### config.mk
export PLATFORM = sky130hd
export DESIGN_NAME = seven_seg_display_ctrl
export DESIGN_NICKNAME = d
export VERILOG_FILES = /design/src/rtl/ssd_pkg.sv /design/src/rtl/ssd_hex_decoder.sv /design/src/rtl/seven_seg_display_ctrl.sv
export SDC_FILE = /design/constraint.sdc
export NUM_CORES = 1
export LEC_CHECK = 0
export ABC_AREA = 0
export CORE_MARGIN = 2
export CORE_UTILIZATION = 50
export DETAILED_ROUTE_END_ITERATION = 10
export PLACE_DENSITY = 0.78
export SYNTH_ARGS = -nofsm -noshare
export SYNTH_HDL_FRONTEND = slang
export SYNTH_HIERARCHICAL = 1
export SYNTH_SLANG_ARGS = --single-unit
export TNS_END_PERCENT = 50
### constraint.sdc
create_clock -name clk -period 4.31 [get_ports clk]
set_input_delay 0.431 -clock clk [delete_from_list [all_inputs] [get_ports clk]]
set_output_delay 0.431 -clock clk [all_outputs]
set_load 0.005 [all_outputs]
### src/rtl/ssd_pkg.sv
// ssd_pkg: shared constants and the hex-to-segment table for the seven-segment display controller.
package ssd_pkg;
   localparam int DIGITS = 4;
   localparam int SEG_W = 7;
   localparam logic [DIGITS-1:0] ANODE_RESET = 4'b1110;
   localparam logic [DIGITS-1:0] ANODE_OFF = 4'b1111;
   localparam logic [SEG_W-1:0] SEG_OFF = 7'h7F;
   // Active-low {g,f,e,d,c,b,a}, indexed by nibble value
   localparam logic [SEG_W-1:0] HEX_SEG [16] = '{
      7'b1000000, 7'b1111001, 7'b0100100, 7'b0110000,
      7'b0011001, 7'b0010010, 7'b0000010, 7'b1111000,
      7'b0000000, 7'b0010000, 7'b0001000, 7'b0000011,
      7'b1000110, 7'b0100001, 7'b0000110, 7'b0001110
   };
endpackage

### src/rtl/ssd_hex_decoder.sv
// ssd_hex_decoder: combinational nibble to active-low segment lookup.
module ssd_hex_decoder
   import ssd_pkg::*;
(
   input  logic [3:0]       nibble,
   output logic [SEG_W-1:0] seg
);
   assign seg = HEX_SEG[nibble];
endmodule

### src/rtl/seven_seg_display_ctrl.sv
// seven_seg_display_ctrl: 4-digit multiplexed seven-segment scanner with tear-free value updates.
// Optional SSD_GHOST_BLANK_EN blanks the anodes for the first BLANK_CYCLES of every digit slot.
module seven_seg_display_ctrl
   import ssd_pkg::*;
#(
   parameter int DIV_COUNT    = 100000,
   parameter int BLANK_CYCLES = 1000
) (
   input  logic              clk,
   input  logic              reset_n,
   input  logic              enable,
   input  logic [15:0]       value_in,
   input  logic [3:0]        dp_in,
   input  logic              value_valid,
   output logic              value_ready,
   output logic [3:0]        anode,
   output logic [SEG_W-1:0]  seg,
   output logic              dp,
   output logic              frame_done
);
   localparam int CW = $clog2(DIV_COUNT);
   logic [CW-1:0] div_cnt, div_nxt;
   logic [1:0] idx, idx_nxt;
   logic [15:0] disp, disp_nxt, pend;
   logic [3:0] disp_dp, disp_dp_nxt, pend_dp, anode_nxt;
   logic [SEG_W-1:0] seg_dec;
   logic pend_full, tick, wrap, accept, commit, blank;
   assign tick        = enable && div_cnt == CW'(DIV_COUNT - 1);
   assign wrap        = tick && idx == 2'd3;
   assign accept      = value_valid && !pend_full;
   // A dark display cannot tear, so a pending value may land immediately
   assign commit      = pend_full && (wrap || !enable);
   assign value_ready = !pend_full;
   assign frame_done  = wrap;
   always_comb begin
      div_nxt     = (!enable || tick) ? '0 : div_cnt + 1'b1;
      idx_nxt     = tick ? idx + 2'd1 : idx;
      disp_nxt    = commit ? pend : disp;
      disp_dp_nxt = commit ? pend_dp : disp_dp;
      anode_nxt   = (!enable || blank) ? ANODE_OFF : ~(4'b0001 << idx_nxt);
   end
`ifdef SSD_GHOST_BLANK_EN
   assign blank = int'(div_nxt) < BLANK_CYCLES;
`else
   assign blank = 1'b0;
`endif
   ssd_hex_decoder u_dec (
      .nibble (disp_nxt[4*idx_nxt +: 4]),
      .seg    (seg_dec)
   );
   // Outputs register the next-state view so they track idx with one cycle of latency after tick
   always_ff @(posedge clk or negedge reset_n) begin
      if (!reset_n) begin
         div_cnt   <= '0;
         idx       <= '0;
         disp      <= '0;
         disp_dp   <= '0;
         pend      <= '0;
         pend_dp   <= '0;
         pend_full <= 1'b0;
         anode     <= ANODE_RESET;
         seg       <= HEX_SEG[0];
         dp        <= 1'b1;
      end else begin
         div_cnt   <= div_nxt;
         idx       <= idx_nxt;
         disp      <= disp_nxt;
         disp_dp   <= disp_dp_nxt;
         pend_full <= accept || (pend_full && !commit);
         if (accept) begin
            pend    <= value_in;
            pend_dp <= dp_in;
         end
         anode     <= anode_nxt;
         seg       <= enable ? seg_dec : SEG_OFF;
         dp        <= enable ? ~disp_dp_nxt[idx_nxt] : 1'b1;
      end
   end
endmodule

==> results of run 1 <==
==> worst max-delay path, stage by stage, from the launching register on <==
cell and delay [ns]:
dfrtp_1 0.47, or4b_4 0.57, nor4_4 0.26, buf_4 0.21
a22o_4 0.29, mux2_2 0.22, mux2i_1 0.06, mux2i_1 0.50
inv_1 0.20, ha_1 0.33, inv_1 0.05, mux4_1 0.46
nand2b_1 0.15
==> area by class of cell <==
class	instances	area [um2]	area share (%)
clock inverters	6	115.1	2.805
repair buffers	40	387.9	9.451
clock buffers	10	137.6	3.354
inverters	11	41.29	1.006
flip-flops and latches	72	1808	44.05
well taps	80	100.1	2.439
multi-input cells	183	1514	36.89
==> state kept, by name, indices dropped and copies added, names as in the netlist <==
register	flops
div_cnt	17
disp	16
pend	16
seg	7
anode	4
disp_dp	4
pend_dp	4
idx	2
dp	1
pend_full	1
==> per-stage QoR <==
stage	utilization, %	total power [W]
4_1_cts	61.08	0.002118
2_1_floorplan	-	0.001280
3_5_place_dp	57.32	0.001456
3_3_place_gp	57.32	0.001435
5_1_grt	61.08	0.002216
6_report	61.08	0.002101
==> metal layers <==
layer	share of wire, %	global-route usage, %	vias up
li1	-	-	1037
met1	44	22.10	1037
met2	51	30.88	37
met3	3.2	4.834	9
met4	1.6	6.818	0
met5	0	0	-
==> path summary, 6_finish.rpt <==
| kind | startpoint | end | slack [ns] | cells past startpoint |
|---|---|---|---|---|
| worst max-delay path | div_cnt[5] | seg[3] | 0.43 | 12 |
| worst min-delay path | reset_n | div_cnt[7] | 0.25 | 1 |
| worst max register to register | div_cnt[5] | seg[3] | 0.43 | 12 |
| worst min register to register | div_cnt[0] | div_cnt[0] | 0.50 | 1 |
| max in group asynchronous | reset_n | seg[6] | 3.08 | 2 |
| min in group clk | div_cnt[0] | div_cnt[0] | 0.50 | 1 |
==> power by group through the flow <==
stage               Sequential, W  Combinational, W  Clock, W
floorplan                0.000889          0.000390         0
global placement         0.000906          0.000529         0
detailed placement       0.000912          0.000544         0
CTS                      0.000901          0.000548  0.000670
global route             0.000914          0.000600  0.000701
finish                   0.000898          0.000543  0.000660
==> cells by family (layout without fill, tap and decap cells) <==
| group | Yosys count | after routing |
|---|---|---|
| compound gates | 16 | 16 |
| simple gates | 81 | 81 |
| xor+xnor | 16 | 16 |
| flops | 72 | 72 |
| mux | 61 | 61 |
| fa+ha+maj | 9 | 9 |
| buf+inv | 23 | 67 |
==> cells in the mapped netlist (all sizes together) <==
library cell  instances
a21oi                 4
a22o                  2
a31o                  1
a32o                  1
and2                  2
and3                  3
buf                   6
clkbuf                6
dfrtp                67
dfstp                 5
ha                    9
inv                  11
mux2                 43
mux2i                17
mux4                  1
nand2                13
nand2b               10
nand3                12
nand3b                1
nand4                 4
nand4bb               1
nor2                 25
nor2b                 1
nor3                  2
nor3b                 1
nor4                  2
nor4b                 1
o21ai                 5
o221ai                1
o22ai                 1
o41a                  1
or3                   1
or4b                  1
or4bb                 1
xnor2                 5
xor2                 11
==> reports/results.ini, run 1 <==
[worst_hold_path]
hp-class=input pin to asynchronous set/reset pin

[synthesis]
postSynthCellCount=278
synth_top_family_by_area=multiplexers
synth-simple-area-share_pct=12.61
syn_nets=311
synth_cell_type_count=46
ys_seq_elements=72
synth_top_cell_by_area=dfrtp_1
ys_seq_area_share_pct=52.53
synth_compound_area_share_pct=3.381
synthAdderAreaFrac_pct=3.272
yosysWarnings=6
synth.cell_area_mm2=0.003442
synth_top_area_share_pct=48.71
synth_mux_area_share_pct=20.36
avgSynthCellArea_um2=12.38
synth-xor-area-share_pct=4.289
synth.area.top_cells=dfrtp_1 49%, mux2_2 13%, mux2i_1 4.7%

[layout]
final_cells=402
final_common_cell=dfrtp_1
final_cell_area_mm2=0.004104
final_cell_mix=67 x dfrtp_1, 41 x mux2_2, 36 x clkdlybuf4s50_1, 25 x nor2_1, 16 x mux2i_1
drive_gt1_share_pct=23.60
area_delta_synth_final_pct=19.23
n_antenna_cell=0
fillers=520
nets=350

[placement]
gp_congestion=0.8494
post_dp_cell_area_mm2=0.003851
post-place-ws_ns=0.4783
dp_hpwl_mm=4.320
io_buffer_count=37
placedCellCount=386

[timing]
slew_viol_final=0
grt_setup_unrepaired=no
finalCritPeriodShare_pct=90.12
setup_viol=0
slew_headroom_pct=29.87
clock.fmax_mhz=257.5
worst_slack_ns=0.4258
tightest_slew_ns=1.023
min_period_ns=3.884
hold_violations=0
final.setup.tns_ns=0
hold_ws_ns=0.2515
fin_worst_skew_ns=0.01297

[detailed_routing]
vias=2120
viasPerCell=5.274
detail_route.wirelength_mm=6.063
first_pass_iters=4
route.detailed.wl_per_inst_um=15.08
antenna_left=0
detail_route.drc_violations=0
drt_iter0_drc=113

[clock_network]
clkSlewWorstSetupHoldPaths_ns=0.09
cts_setup_buffers=0
cts_tree=yes
root_buffer=clkbuf_8
cts.repair.resized=0
cts.htree.levels=3
cts_hold_buf=0
clk_latency_ns=0.35
cts_sinks=72
clock_path_buffers=2
cts_buffers=9

[pwr]
swShare_pct=26.56
p_per_area_mw_per_mm2=512.0
share_seq_of_total_power_pct=42.7
ir_drop_mv=0.3375
p_int_w=0.001543
leakage_nw=1.844
switching_power_w=0.0005581
pwr-share-clk_pct=31.4
combPwrFrac_pct=25.8

[floorplan]
rows=30
die_area_mm2=0.007564
die_w_um=86.97
ios=38
initial_core_util_pct=51.23
core_area_mm2=0.006719
dieHeight_um=86.97

[global_route]
grt_pass1_vias=2255
grt_usage_pct=18.17
antenna_found_initial=0
grt_pass1_wl_mm=10.47
grt_max_degree=48
grt-ovfl-total=0

[critical_path]
worst_setup_path_start_kind=flip-flop
required_ns=4.55
critPathMaxFanout=20
arrival_ns=4.12
end_kind=flip-flop
crit_type=flip-flop to flip-flop

[run]
max_cap_viol_count=0

[run_status]
outcome=finished, final reports clean

Note: power is estimated with default switching activity, not from simulation.
==> run 2, diff against run 1 <==
MAX_ROUTING_LAYER = met4   (was not set)
==> run 2 against run 1 <==
Effect of this change:
- hold slack better by 0.0018 ns
- non-clock buffer count is the same
- first-iteration DRC count increased by 29%
- clock skew about the same
- critical endpoint unchanged
- sequential power barely moved
- sequential cell count is the same
==> reports/results.ini, run 2 (synthesis results as in run 1) <==
[global_route]
grt_usage_pct=18.73
grt_max_degree=48
grt_pass1_vias=2247
grt-ovfl-total=0
antenna_found_initial=0
grt_pass1_wl_mm=10.49

[timing]
min_period_ns=3.890
slew_headroom_pct=29.87
slew_viol_final=0
hold_violations=0
tightest_slew_ns=1.023
clock.fmax_mhz=257.1
grt_setup_unrepaired=no
setup_viol=0
fin_worst_skew_ns=0.01296
worst_slack_ns=0.4204
finalCritPeriodShare_pct=90.25
final.setup.tns_ns=0

[critical_path]
path_cells=or4b_4 -> nor4_4 -> buf_4 -> a22o_4 -> mux2_2 -> mux2i_1 -> mux2i_1 -> inv_1 -> ha_1 -> inv_1 -> mux4_1 -> nand2b_1
ff2ff_setup_slack_ns=0.42
arrival_ns=4.13
r2r_start=div_cnt[5]
critPathMaxFanout=20
required_ns=4.55
r2r_end=seg[3]
path_delay_family=multiplexers
critical_path.max_stage_delay_ns=0.58
critical_path.slowest_cell=or4b_4
worst_setup_path_start_kind=flip-flop
crit_buf_inv=3
crit_type=flip-flop to flip-flop
end_kind=flip-flop
reg2regPathDepth=12

[layout]
fillers=520
final_common_cell=dfrtp_1
area_delta_synth_final_pct=19.23
final-seq-area_mm2=0.001808
drive_gt1_share_pct=23.60
nets=350
n_antenna_cell=0
top_register=div_cnt
reg_top3=div_cnt: 17 flops, disp: 16 flops, pend: 16 flops
final_cell_mix=67 x dfrtp_1, 41 x mux2_2, 36 x clkdlybuf4s50_1, 25 x nor2_1, 16 x mux2i_1
largest_reg_flops=17
multi_input_area_mm2=0.001514

[clock_network]
cts_buffers=9
root_buffer=clkbuf_8
cts_sinks=72
cts.htree.levels=3
clk_latency_ns=0.35
cts_setup_buffers=0
cts_tree=yes
clock_path_buffers=2
clkSlewWorstSetupHoldPaths_ns=0.09
cts.repair.resized=0
cts_hold_buf=0

[run]
max_cap_viol_count=0

[placement]
dp_hpwl_mm=4.320
io_buffer_count=37
gp_congestion=0.8628
post-place-ws_ns=0.4783

[detailed_routing]
detail_route.drc_violations=0
antenna_left=0
viasPerCell=5.266
drt_iter0_drc=146
route.detailed.wl_per_inst_um=15.03
first_pass_iters=4
vias=2117
detail_route.wirelength_mm=6.042

[pwr]
ir_drop_mv=0.3375
leakage_nw=1.844
p_per_area_mw_per_mm2=511.8

[floorplan]
die_area_mm2=0.007564
core_area_mm2=0.006719
ios=38
die_w_um=86.97
initial_core_util_pct=51.23
dieHeight_um=86.97
rows=30

[run_status]
outcome=finished, final reports clean

[worst_hold_path]
hp-class=input pin to asynchronous set/reset pin

[run 2: cell counts in the layout (fill, tap and decap cells not counted)]
No cell type changed its count.
[run 2: how the worst max path moves through the flow]
stage / startpoint / to / slack, ns / depth (start not counted)
after global placement: div_cnt[5] / seg[3] / 0.60 / 11
after floorplan: div_cnt[5] / seg[3] / 0.67 / 12
after global routing: div_cnt[5] / seg[3] / 0.19 / 11
after detailed placement: div_cnt[5] / seg[3] / 0.48 / 12
final: div_cnt[5] / seg[3] / 0.42 / 12
after CTS: div_cnt[5] / seg[3] / 0.44 / 12
[run 2: area by class of cell]
class,count,share of cell area [%]
clock buffers,10,3.354
clock inverters,6,2.805
inverters,11,1.006
multi-input cells,183,36.89
flip-flops and latches,72,44.05
well taps,80,2.439
repair buffers,40,9.451
[run 2: power breakdown]
part | internal, W | leakage (nW) | switching, W
logic | 0.000307 | 0.849 | 0.000236
registers | 0.000833 | 0.872 | 0.0000649
clock network | 0.000403 | 0.123 | 0.000256
[run 2: through the flow]
stage                     power (W)  area [um2]  hold slack (ns)  instances  util, %
after global routing       0.002216        4104           0.3462        402    61.08
final                      0.002100        4104           0.2532        402    61.08
after CTS                  0.002118        4104           0.2856        402    61.08
after detailed placement   0.001456        3851           0.4864        386    57.32
after global placement     0.001435        3851           0.4728        386    57.32
after floorplan            0.001280        3442           0.1354        278        -
[run 2: per-layer routing]
layer | share of wire [%] | up-vias | global-route usage [%] | routed length, um
met3 | 3.2 | 9 | 4.834 | 193
li1 | - | 1035 | - | -
met1 | 44 | 1037 | 22.04 | 2680
met5 | 0 | - | - | 0
met2 | 51 | 36 | 31.02 | 3069
met4 | 1.6 | 0 | 6.818 | 99
